[src/rtl/ad5543_frame_rx.sv]
// ad5543_frame_rx: oversampling receiver for the 16-bit AD5543 three-wire link.
// sclk/sdi/cs_n are synchronized into aclk and each MSB-first word is rebuilt.
// On cs_n rising the word is either presented with a one-cycle valid strobe or
// reported as malformed with a one-cycle frame_err strobe.
// SYNC_STAGES must lie in 2..4.
module ad5543_frame_rx #(
  parameter int DW          = 16,
  parameter int SYNC_STAGES = 2
) (
  input  logic          aclk,
  input  logic          areset_n,
  input  logic          en,
  input  logic          sclk,
  input  logic          sdi,
  input  logic          cs_n,
  output logic [DW-1:0] data,
  output logic          valid,
  output logic          frame_err,
  output logic          busy,
  output logic [15:0]   frame_cnt
);

  localparam int CW = $clog2(DW) + 2;
  localparam logic [CW-1:0] CNT_FULL = CW'(DW);
  localparam logic [CW-1:0] CNT_SAT  = CW'(DW + 1);

  typedef enum logic {
    IDLE   = 1'b0,
    ACTIVE = 1'b1
  } state_t;

  logic [SYNC_STAGES-1:0] sclk_sync_r;
  logic [SYNC_STAGES-1:0] sdi_sync_r;
  logic [SYNC_STAGES-1:0] cs_sync_r;
  logic                   sclk_q_r;
  logic                   cs_q_r;
  logic [SYNC_STAGES:0]   prime_r;

  state_t                 state_r;
  logic [DW-1:0]          shift_reg_r;
  logic [CW-1:0]          bit_cnt_r;
  logic [DW-1:0]          data_r;
  logic                   valid_r;
  logic                   frame_err_r;
  logic                   busy_r;
  logic [15:0]            frame_cnt_r;

  logic                   sclk_s;
  logic                   sdi_s;
  logic                   cs_s;
  logic                   edge_ok_s;
  logic                   sclk_rise_s;
  logic                   cs_fall_s;
  logic                   cs_rise_s;
  logic [DW-1:0]          shift_next_s;
  logic [CW-1:0]          cnt_next_s;

  // Pin synchronizers plus one-cycle-delayed copies for edge detection.
  always_ff @(posedge aclk or negedge areset_n) begin
    if (!areset_n) begin
      sclk_sync_r <= {SYNC_STAGES{1'b0}};
      sdi_sync_r  <= {SYNC_STAGES{1'b0}};
      cs_sync_r   <= {SYNC_STAGES{1'b1}};
      sclk_q_r    <= 1'b0;
      cs_q_r      <= 1'b1;
      prime_r     <= {(SYNC_STAGES + 1){1'b0}};
    end else begin
      sclk_sync_r <= {sclk_sync_r[SYNC_STAGES-2:0], sclk};
      sdi_sync_r  <= {sdi_sync_r[SYNC_STAGES-2:0], sdi};
      cs_sync_r   <= {cs_sync_r[SYNC_STAGES-2:0], cs_n};
      sclk_q_r    <= sclk_sync_r[SYNC_STAGES-1];
      cs_q_r      <= cs_sync_r[SYNC_STAGES-1];
      prime_r     <= {prime_r[SYNC_STAGES-1:0], 1'b1};
    end
  end

  assign sclk_s = sclk_sync_r[SYNC_STAGES-1];
  assign sdi_s  = sdi_sync_r[SYNC_STAGES-1];
  assign cs_s   = cs_sync_r[SYNC_STAGES-1];

  // Edges are only trusted once both the synchronized level and its delayed
  // copy hold real pin samples; otherwise a cs_n held low across reset would
  // look like a fresh frame start against the reset value of the chain.
  assign edge_ok_s   = prime_r[SYNC_STAGES];
  assign sclk_rise_s = edge_ok_s & sclk_s & ~sclk_q_r;
  assign cs_fall_s   = edge_ok_s & ~cs_s & cs_q_r;
  assign cs_rise_s   = edge_ok_s & cs_s & ~cs_q_r;

  // Next shift/count values; a coincident cs rise sees the updated count.
  always_comb begin
    shift_next_s = shift_reg_r;
    cnt_next_s   = bit_cnt_r;
    if (sclk_rise_s) begin
      shift_next_s = {shift_reg_r[DW-2:0], sdi_s};
      if (bit_cnt_r < CNT_SAT) begin
        cnt_next_s = bit_cnt_r + {{(CW-1){1'b0}}, 1'b1};
      end else begin
        cnt_next_s = bit_cnt_r;
      end
    end else begin
      shift_next_s = shift_reg_r;
      cnt_next_s   = bit_cnt_r;
    end
  end

  // Frame state machine with registered strobes, word and counters.
  always_ff @(posedge aclk or negedge areset_n) begin
    if (!areset_n) begin
      state_r     <= IDLE;
      shift_reg_r <= {DW{1'b0}};
      bit_cnt_r   <= {CW{1'b0}};
      data_r      <= {DW{1'b0}};
      valid_r     <= 1'b0;
      frame_err_r <= 1'b0;
      busy_r      <= 1'b0;
      frame_cnt_r <= 16'd0;
    end else begin
      valid_r     <= 1'b0;
      frame_err_r <= 1'b0;
      if (!en) begin
        state_r <= IDLE;
        busy_r  <= 1'b0;
      end else begin
        case (state_r)
          IDLE: begin
            if (cs_fall_s) begin
              state_r     <= ACTIVE;
              busy_r      <= 1'b1;
              shift_reg_r <= {DW{1'b0}};
              bit_cnt_r   <= {CW{1'b0}};
            end else begin
              busy_r <= 1'b0;
            end
          end
          ACTIVE: begin
            shift_reg_r <= shift_next_s;
            bit_cnt_r   <= cnt_next_s;
            if (cs_rise_s) begin
              state_r <= IDLE;
              busy_r  <= 1'b0;
              if (cnt_next_s == CNT_FULL) begin
                data_r      <= shift_next_s;
                valid_r     <= 1'b1;
                frame_cnt_r <= frame_cnt_r + 16'd1;
              end else begin
                frame_err_r <= 1'b1;
              end
            end else begin
              busy_r <= 1'b1;
            end
          end
          default: begin
            state_r <= IDLE;
            busy_r  <= 1'b0;
          end
        endcase
      end
    end
  end

  assign data      = data_r;
  assign valid     = valid_r;
  assign frame_err = frame_err_r;
  assign busy      = busy_r;
  assign frame_cnt = frame_cnt_r;

endmodule

[config.mk]
export PLATFORM = sky130hd
export DESIGN_NAME = ad5543_frame_rx
export DESIGN_NICKNAME = d
export VERILOG_FILES = /design/src/rtl/ad5543_frame_rx.sv
export SDC_FILE = /design/constraint.sdc
export NUM_CORES = 1
export LEC_CHECK = 0
export BUFFER_PORTS_ARGS = -buffer_cell sky130_fd_sc_hd__buf_2
export CAP_MARGIN = 30
export CORE_ASPECT_RATIO = 1.4
export CORE_MARGIN = 2
export CORE_UTILIZATION = 51
export CTS_CLUSTER_DIAMETER = 120
export DETAILED_ROUTE_END_ITERATION = 8
export GPL_ROUTABILITY_DRIVEN = 0
export PLACE_DENSITY = 0.78
export SETUP_SLACK_MARGIN = 0.15
export SKIP_LAST_GASP = 1
export SLEW_MARGIN = 20
export SYNTH_ARGS = -nofsm -noshare
export SYNTH_HDL_FRONTEND = slang
export SYNTH_SLANG_ARGS = --single-unit
[constraint.sdc]
create_clock -name aclk -period 2.8 [get_ports aclk]
set_clock_uncertainty 0.15 [all_clocks]
set_input_delay 0.14 -clock aclk [delete_from_list [all_inputs] [get_ports aclk]]
set_output_delay 0.14 -clock aclk [all_outputs]
set_load 0.005 [all_outputs]
==> flow_summary.toml <==
[run_status]
status = "finished, final reports clean"

[sta]
grt_setup_unrepaired = "yes"
slew_viol_final = 0
finalCriticalPeriod_ns = 2.57
setup-tns-final_ns = 0
report.final.hold_viol_count = 0
tightest_slew_ns = 0.713
max_freq_mhz = 389
relSlewSlack_pct = 52.4
setup_viol = 0
finalCritPeriodShare_pct = 91.7

[synth]
synth_top_area_cell = "dfrtp_1"
synthCells = 274
synth.top_cell.area_share_pct = 52.9
synthTopCellsByArea = "dfrtp_1 (53%), nand2_1 (7.2%), a22o_1 (5.4%), mux2_4 (3.9%), xor2_1 (3.7%)"
yosysWarnings = 0
netlist_area_sq_mm = 0.00307
ys_seq_area_share_pct = 55.5
avgSynthCellArea_sq_um = 11.2
synth_cell_types = 43
ys_seq_elements = 68
syn-num-nets = 283

[routing]
route.detailed.drc = 0
routed_wirelength_um = 5950
firstDrtPassIters = 5
num_vias = 2287
antenna_left = 0
avgViaCountPerCell = 5.65
drtIter0Drc = 229
wl_per_cell_um = 14.7

[power_and_ir_drop]
power.clock.fraction_pct = 45.2
switching_share_pct = 22.5
power.leakage_uw = 0.00191
p_switching_uw = 451
p_int_uw = 1550
ir_worst_vdd_mv = 0.327
p_comb_share_pct = 4.7
seqPwrFrac_pct = 50.1
power_density_mw_per_mm2 = 539

[grt]
grt-ovfl-total = 0
grt.total_usage_pct = 19.3
grt_pass1_wl_um = 10100
grt_max_degree = 39
antenna_found_initial = 0
grt_pass1_vias = 2235

[setup_path]
crit_arrival_ns = 2.66
start_kind = "flip-flop"
critPathKind = "reg2reg"
crit_path_max_fanout = 11
crit_required_ns = 2.89
crit_path_end_kind = "flip-flop"

[final_layout]
area_growth_pct = 21.0
drive_gt1_share_pct = 30.7
fin_util_pct = 63.9
postLayoutCellArea_sq_mm = 0.00372
nets = 339
antenna_cells = 0
n_fill_cell = 465

[clock_tree]
cts_tree = "yes"
cts.clk_slew.worst_paths_ns = 0.08
clock_sinks = 68
clkLatencyLatePin_ns = 0.35
htreeDepth = 3
cts_buffers = 9
cts_root_buf = "clkbuf_8"
clock_path_buffers = 2

[min_path]
hold_class = "reg2reg"

[floorplanning]
initial_core_util_pct = 52.8
die_h_um = 95.8
design.die.area_sq_mm = 0.00667
ios = 41
die_w_um = 69.6
fp-row-count = 33
coreArea_sq_mm = 0.00582

[place]
place_area_sq_mm = 0.00335
hpwl_um = 3850
io_buffers = 40

[run]
drv_cap = 0
-- cell families after synthesis --
family,share of synthesized area (%)
compound gates,10.7
xor+xnor,4.28
fa+ha+maj,1.22
buf+inv,3.01
flops,55.5
mux,7.57
other cells,0.122
simple gates,17.6
-- cell type report --
cell class                 instances  area [sq um]  area share, %
clock buffer                      10           138           3.70
clock inverter                     6          87.6           2.36
inverter                           5          18.8          0.505
multi-input combinational        190          1310           35.2
sequential                        68          1710           45.9
tap                               70          87.6           2.36
timing repair buffer              56           370           9.96
-- per-stage QoR --
stage	total power (uW)	hold WS (ns)	std cells	setup WS, ns
detailed placement	1110	0.0897	380	0.0823
floorplan	1070	-0.306	274	0.170
global route	2070	0.212	405	0.132
finish	2000	0.203	405	0.232
CTS	2010	0.207	403	0.165
global placement	1100	0.0730	379	0.152
-- final timing paths --
| path | slack, ns | end | startpoint | depth (start not counted) |
|---|---|---|---|---|
| min in group asynchronous | 0.23 | frame_cnt[15]$_DFFE_PN0P_ | areset_n | 2 |
| worst min register to register | 0.20 | sdi_sync_r[1]$_DFF_PN0_ | sdi_sync_r[0]$_DFF_PN0_ | 0 |
| max in group asynchronous | 1.62 | bit_cnt_r[0]$_DFFE_PN0P_ | areset_n | 3 |
| worst min-delay path | 0.20 | sdi_sync_r[1]$_DFF_PN0_ | sdi_sync_r[0]$_DFF_PN0_ | 0 |
| worst max-delay path | 0.23 | data[8]$_DFFE_PN0P_ | bit_cnt_r[0]$_DFFE_PN0P_ | 8 |
| worst max register to register | 0.23 | data[8]$_DFFE_PN0P_ | bit_cnt_r[0]$_DFFE_PN0P_ | 8 |
-- registers in the layout (all words and copies together) (netlist names) --
register,flops
cs_q_r,1
data,16
cs_sync_r,2
bit_cnt_r,6
busy,1
prime_r,3
sdi_sync_r,2
sclk_q_r,1
shift_reg_r,16
frame_cnt,16
frame_err,1
valid,1
sclk_sync_r,2
-- power by group through the flow --
stage | logic [uW] | clock network, uW | registers [uW]
6_report | 93.5 | 905 | 1000
5_1_grt | 105 | 957 | 1010
4_1_cts | 89.8 | 914 | 1000
3_5_place_dp | 84.1 | 0 | 1020
3_3_place_gp | 79.9 | 0 | 1020
2_1_floorplan | 44.2 | 0 | 1020
-- layout by cell type, fill, tap and decap left out, types with 2 or more instances in the layout --
cell type	n
dfrtp_1	63
nand2_1	59
buf_2	40
a22o_1	19
xor2_1	13
mux2_2	10
clkbuf_8	10
mux2_4	8
buf_4	8
nor2_1	7
nor3_1	7
a21oi_1	6
nand3_1	6
nand4_1	6
nor4_1	5
nor4_2	5
o21ai_0	5
dlygate4sd3_1	5
inv_1	4
and3_1	4
ha_1	3
dfstp_2	3
buf_12	3
nand2b_1	2
nor2b_1	2
xnor2_1	2
dfrtp_2	2
bufinv_16	2
clkinv_4	2
clkinv_2	2
-- critical path, stage by stage (launching register included) --
cell and delay (ns):
dfrtp_2 0.44, inv_2 0.09, ha_1 0.17, or3b_4 0.41, a2111oi_4 0.33, o21a_2 0.19
and3_4 0.21, buf_12 0.15, mux2_2 0.33
-- per-layer routing --
metal  global-route usage (%)  part of all wire, %  wire length, um  vias up
met5                        0                    0                0        -
met3                     3.14                  4.8              287       15
met2                     32.8                   51             3040       76
li1                         -                    -                -     1079
met1                     23.4                   42             2470     1117
met4                     11.4                  2.6              152        0
-- cells in the mapped netlist --
master,count
mux2_4,8
nor3_1,7
o211ai_1,1
and3_1,4
and4_1,1
nand4_1,6
nor2b_1,2
nor2_1,8
a22o_1,19
o21ai_1,1
a2111oi_4,1
nand3_1,6
xnor2_1,2
ha_1,3
o21a_1,1
clkbuf_1,8
a21boi_0,1
a41oi_1,1
o21ai_0,5
nand3b_2,1
nor3b_1,1
o21ai_2,1
and3_4,1
or4_1,1
a211oi_1,1
mux2_2,10
a21oi_1,6
dfrtp_1,65
nor4_1,10
nand2b_1,2
inv_1,5
buf_12,2
conb_1,1
o21a_2,1
or3b_4,1
dfstp_2,3
buf_1,1
xor2_1,13
o211a_1,1
nand2_1,59
and3b_1,1
nand4b_1,1
o31ai_1,1
-- timing repair --
item,CTS,global route
hold buffers,5,0
pin swaps,1,3
resized for setup,0,8
hold endpoints to repair,31,0
endpoints found under the setup margin,17,24
setup buffers,2,1
Power figures use the tool's default switching activity.
